**src/rtl/sram_ctrl.sv**
```systemverilog
// Sequences 32-bit loads/stores onto a 16-bit SRAM as two half-word phases.
// Optional access counters (rd_count/wr_count) are built when SRAM_STATS_EN is defined.
module sram_ctrl #(
  parameter int unsigned WAIT_CYCLES = 2,
  parameter logic [31:0] ADDR_BASE   = 32'd1024
) (
  input  logic        clk,
  input  logic        rst,
  input  logic        wr_en,
  input  logic        rd_en,
  input  logic [31:0] address,
  input  logic [31:0] write_data,
  output logic [31:0] read_data,
  output logic        ready,
  output logic [17:0] sram_addr,
  output logic [15:0] sram_dq_out,
  input  logic [15:0] sram_dq_in,
  output logic        sram_dq_oe,
  output logic        sram_we_n
`ifdef SRAM_STATS_EN
  ,
  output logic [15:0] rd_count,
  output logic [15:0] wr_count
`endif
);

  typedef enum logic [1:0] {IDLE, LOW, HIGH, DONE} state_t;

  localparam logic [3:0] LAST = 4'(WAIT_CYCLES - 1);

  state_t      state, state_next;
  logic [3:0]  cnt, cnt_next;
  logic        op_wr;
  logic [15:0] wdata_hi;
  logic [31:0] word_off;
  logic        req;
  logic        last;
  logic        active;
  logic        unused_ok;

  assign word_off  = address - ADDR_BASE;
  assign req       = rd_en | wr_en;
  assign last      = (cnt == LAST);
  assign active    = (state == LOW) || (state == HIGH);
  // Only word_off[18:2] forms the half-word address; the rest is intentionally dropped.
  assign unused_ok = ^{word_off[31:19], word_off[1:0]};

  // NOTE: every always_comb output gets a default first so no path leaves it unassigned (no latch).
  always_comb begin
    state_next = state;
    cnt_next   = cnt;
    ready      = 1'b0;
    sram_we_n  = 1'b1;
    sram_dq_oe = 1'b0;
    case (state)
      IDLE: begin
        ready = ~req;
        if (req) begin
          state_next = LOW;
          cnt_next   = 4'd0;
        end
      end
      LOW: begin
        if (last) begin
          state_next = HIGH;
          cnt_next   = 4'd0;
        end else begin
          cnt_next = cnt + 4'd1;
        end
      end
      HIGH: begin
        if (last) begin
          state_next = DONE;
          cnt_next   = 4'd0;
        end else begin
          cnt_next = cnt + 4'd1;
        end
      end
      DONE: begin
        ready      = 1'b1;
        state_next = IDLE;
      end
      default: state_next = IDLE;
    endcase
    if (active) begin
      sram_we_n  = ~op_wr;
      sram_dq_oe = op_wr;
    end
  end

  // NOTE: sequential state uses non-blocking assignments so all registers update from pre-edge values.
  always_ff @(posedge clk) begin
    if (rst) begin
      state       <= IDLE;
      cnt         <= 4'd0;
      op_wr       <= 1'b0;
      wdata_hi    <= 16'h0;
      read_data   <= 32'h0;
      sram_addr   <= 18'h0;
      sram_dq_out <= 16'h0;
    end else begin
      state <= state_next;
      cnt   <= cnt_next;
      case (state)
        IDLE: if (req) begin
          // Operation, address and high data half are frozen for the whole access.
          op_wr     <= wr_en;
          wdata_hi  <= write_data[31:16];
          sram_addr <= {word_off[18:2], 1'b0};
          if (wr_en) sram_dq_out <= write_data[15:0];
        end
        LOW: if (last) begin
          sram_addr[0] <= 1'b1;
          if (op_wr) sram_dq_out <= wdata_hi;
          else       read_data[15:0] <= sram_dq_in;
        end
        HIGH: if (last && !op_wr) read_data[31:16] <= sram_dq_in;
        default: ;
      endcase
    end
  end

`ifdef SRAM_STATS_EN
  always_ff @(posedge clk) begin
    if (rst) begin
      rd_count <= 16'h0;
      wr_count <= 16'h0;
    end else if (state == HIGH && last) begin
      if (op_wr && wr_count != 16'hFFFF) wr_count <= wr_count + 16'd1;
      if (!op_wr && rd_count != 16'hFFFF) rd_count <= rd_count + 16'd1;
    end
  end
`endif

endmodule

```
**config.mk**
```make
export PLATFORM = sky130hd
export DESIGN_NAME = sram_ctrl
export DESIGN_NICKNAME = d
export VERILOG_FILES = /design/src/rtl/sram_ctrl.sv
export SDC_FILE = /design/constraint.sdc
export NUM_CORES = 1
export LEC_CHECK = 0
export ABC_AREA = 1
export BUFFER_PORTS_ARGS = -buffer_cell sky130_fd_sc_hd__clkbuf_2
export CORE_ASPECT_RATIO = 1.25
export CORE_MARGIN = 4
export CORE_UTILIZATION = 52
export CTS_CLUSTER_SIZE = 8
export DETAILED_ROUTE_END_ITERATION = 10
export HOLD_SLACK_MARGIN = 0.12
export PLACE_DENSITY = 0.85
export SLEW_MARGIN = 10
export SYNTH_ARGS = -nofsm -noshare
export SYNTH_HDL_FRONTEND = slang
export SYNTH_SLANG_ARGS = --single-unit
```
**constraint.sdc**
```tcl
create_clock -name clk -period 2.5 [get_ports clk]
set_clock_uncertainty 0.15 [all_clocks]
set_input_delay 0.25 -clock clk [delete_from_list [all_inputs] [get_ports clk]]
set_output_delay 0.25 -clock clk [all_outputs]
set_load 0.02 [all_outputs]
```
Word-level counts from Yosys, hierarchy flattened
Index checks and enable logic that the tools add are counted.

Bits in registers: 89. Input port bits: 84. Output and inout bits: 69. Word-level logic and storage cells: 55.

Add/sub/neg operators: 2. Equality and inequality tests: 9. Multiplexer cells: 18. Bitwise gates (word level): 3. Reductions and logical operators: 14.

Operator list (count): $mux 16 (4); $pmux 16 s2 (1); $sub 19x11->19 const B (1); $ne 2x2->1 const B (5); $reduce_and 3->1 (3); $mux 4 (2); $pmux 2 s4 (1); $pmux 4 s2 (1); $mux 2 (3); $reduce_and 2->1 (3); $reduce_and 5->1 (1); $add 4x1->4 const B (1); $eq 2x2->1 const B (2); $eq 4x1->1 const B (1); $mux 1 (4); $pmux 1 s2 (2); $reduce_bool 2->1 (2); $eq 2x1->1 const B (1); $logic_not 2->1 (1); $not 1->1 (2); $reduce_or 2->1 (1); $logic_and 1x1->1 (1); $logic_not 1->1 (1); $logic_or 1x1->1 (1); $or 1x1->1 (1).

Logic depth before layout (Yosys ltp)
Depth after elaboration: 4. Gate-level depth with buffers: 10. Mapped depth without buffers: 9.

Worst setup path before layout
Ideal clock, no wire load.

Path kind: flip-flop to flip-flop. From: register state[0]. To: register state[0]. Library setup time: 0.113 ns. Arrival: 1.356 ns. Data required time: 2.237 ns. Slack: 0.881 ns. Cell stages (with the launch flop): 9. Path buffers: 1. Period minus slack after synthesis: 1.619 ns. Cell sequence: dfxtp_1 inv_1 ha_1 clkbuf_1 or2_1 a21oi_2 nand2_1 nand2_1 nor2_1.

Word-level cells in the longest chain between the ends: 3. Elaborated cells on any way between the ends: 9. Those cells by class: eq/ne (6); mux (1); reduce/logical (2).

Ends and longest elaborated chain: start, declared (line 31) `state_t state, state_next;`; start signal, assigned (line 102) `state <= state_next;`; $eq 2x2->1, or another cell as far along (line 55) `case (state)`; $ne 2x2->1 (no line); $reduce_and 3->1 (no line).

Parallel ways exist; a longest one is shown, timed or not. A chain may end at the register's enable or synchronous reset.

Final worst setup path
From: register state[0]. To: output ready.

Word-level cells in the longest chain between the ends: 2. Elaborated cells on any way between the ends: 3. Those cells by class: eq/ne (1); mux (1); reduce/logical (1).

Ends and longest elaborated chain: $eq 2x2->1 / $logic_not 2->1 (equally long branches) (line 55); $pmux 1 s2 (*) (line 55); end, declared (line 14) `output logic ready,`.

Mark *: on every way between the ends. The rest lies on a longest branch, timed or not.

==> metrics <==
Num CTS Buffers=9; Post-DRT Antenna Nets=0; Fin Setup TNS=0 ns; detailed-route DRC error count=0; TritonRoute pass-1 iters=5; Gate power share=0.451; post-synthesis compound-gate area fraction=0.101; I/O pin count=153; CP startpoint kind=flip-flop; Netlist cell types=27; hold crit path type=input port to flip-flop; row count=35; most frequent cells in the layout=nor2_1 (138), clkbuf_2 (137), nand2_1 (132), dfxtp_1 (89), dlygate4sd3_1 (63); clk slew on worst S/H paths=0.10 ns; gpl congestion=0.885; clock sinks=89; drt total wl=12500 µm; vias=approximately 4400; multiplexer share of the synthesized area=0; floorplan core area=7310 µm²; share of cells above drive strength 1=0.230; HPWL Detailed=just over 7000 µm; CP Max Fanout=4; Initial Util=0.532; outcome=finished clean; fin crit share=0.815; Die Span Y=105 µm; first-pass GRT wire length=20400 µm; Pint=3.34 mW; Seq/Total Area, Yosys=0.458; Worst EP required=2.10 ns; Remaining Overflow, GRT=0; htree depth=3; Max Clk Rate=approximately 0.49 GHz; Worst Setup End Kind=output pin; ANT cells=0; critical path arrival=1.64 ns; largest net degree at the start of global routing=between 40 and 50; Post-Synth Adder-Cell Area=0.0257; pwr/cell area=1080 nW/µm²; leakage=around 2.8 nW; Psw=2.55 mW; clock tree buffer depth=2; Final Net Count=842; clock latency on the worst-skew pair=0.36 ns; switch share=0.433; GRT Total Usage=0.282; CTS root buf=clkbuf_8; maxcap violations=0; Synth warnings=0; Final setup viols=0; commonest non-fill, non-tap cell in the layout=nor2_1; Final min period=2.04 ns; Synth Area per Inst=6.94 µm²; total power=5.90 mW; RSZ-0062 raised after global routing=false; P&R area growth vs syn=40.6%; die area=about 8900 µm²; xor and xnor area share after synthesis=0.00450; PortBufs=137; Setup CP Type=flip-flop to output pin; synthesized flop and latch total=89; hold violation count in the final report=0; post-DR vias/cell=about 5.2; Slew Limit Fails=0; initial antenna violation count=0; cell area after synthesis=3890 µm²; worst slew pin tran=0.660 ns; largest family of logic cells by synthesized area=simple AND/OR/NAND/NOR gates; clock share of power=0.203; Simple-Gate Fraction of Synth Area=0.323; DR iter-0 viols=248; maximum VDD drop=0.000635 V; post-CTS sizing=0; Mapped Cells=560; WL/cell=14.8 µm; Syn Nets=between 600 and 700; Rel. slew slack=0.560; die width=85.3 µm; number of global-route vias before repair=4249; CTS tree=built; power share of the sequential group=0.346
==> sequential cells by signal (all words and copies together) (netlist names) <==
name         cells
op_wr            1
sram_addr       18
cnt              4
read_data       32
sram_dq_out     16
state            2
wdata_hi        16
==> metrics by stage <==
step / area [µm²] / hold WS (ns) / setup slack, ns / util / std cells
6_report: 5470 / 0.153 / 0.463 / 0.747 / 847
5_1_grt: 5470 / 0.164 / 0.317 / 0.747 / 847
4_1_cts: 5470 / 0.122 / 0.452 / 0.747 / 847
3_5_place_dp: 4590 / 0.300 / 0.562 / 0.628 / 768
3_3_place_gp: 4590 / 0.297 / 0.599 / 0.628 / 768
2_1_floorplan: 3890 / 0.189 / 0.881 / - / 560
==> per-layer routing <==
metal / global-route usage / vias to the layer above / routed length (µm)
met5: 0 / - / 0
met4: 0.131 / 0 / 478
met3: 0.0568 / 42 / 949
met2: 0.494 / 235 / 6310
met1: 0.323 / 1973 / 4780
li1: - / 2130 / -
==> Yosys cell counts (all sizes together) <==
master | instances | share of area
xor2 | 1 | 0.0023
nor3b | 1 | 0.0019
clkbuf | 10 | 0.0097
a21oi | 26 | 0.034
buf | 19 | 0.030
ha | 8 | 0.026
nand2 | 133 | 0.13
o21ai | 50 | 0.065
dfxtp | 89 | 0.46
inv | 49 | 0.047
nor2 | 139 | 0.14
nand4 | 17 | 0.027
or2 | 1 | 0.0016
nand3 | 15 | 0.027
xnor2 | 1 | 0.0023
a31oi | 1 | 0.0016
==> worst max-delay path, stage by stage, from the launching register on <==
cell	delay [ns]
dfxtp_1	0.35
inv_1	0.12
ha_1	0.24
nand3_1	0.13
inv_1	0.13
nor2_1	0.05
nor2_1	0.08
clkbuf_2	0.18
==> cell families (layout without fill, tap and decap cells) <==
family	after synthesis	in the layout
compound gates	77	77
xor+xnor	2	2
fa+ha+maj	8	8
buf+inv	78	273
flops	89	89
simple gates	306	306
==> area by class of cell <==
| class | count | area, µm² |
|---|---|---|
| repair buffers | 208 | 1380 |
| clock buffers | 10 | 128 |
| well taps | 92 | 115 |
| clock inverters | 6 | 114 |
| inverters | 49 | 184 |
| flip-flops and latches | 89 | 1780 |
| fillers | 504 | 1850 |
| multi-input cells | 393 | 1770 |
==> final timing paths <==
path | start | to | slack [ns] | cells after the start
hold reg to reg | read_data[28] | read_data[28] | 0.32 | 2
setup reg to reg | state[1] | read_data[11] | 0.48 | 7
hold / removal | address[11] | sram_addr[10] | 0.15 | 4
setup / recovery | state[0] | ready | 0.46 | 7
==> power by group through the flow <==
stage                     Sequential [mW]  Clock [mW]  Combinational, mW
final                                2.04        1.20               2.66
after global placement               2.03           0               2.43
after floorplan                      2.37           0               1.58
after detailed placement             2.05           0               2.51
after global routing                 2.08        1.27               2.98
after CTS                            2.02        1.21               2.60
==> repair_timing <==
| action | 4_1_cts | 5_1_grt |
|---|---|---|
| hold endpoints to repair | 79 | 0 |
| buffers inserted | 0 | 0 |
| hold buffers | 63 | 0 |
(Power assumes the default switching activity.)
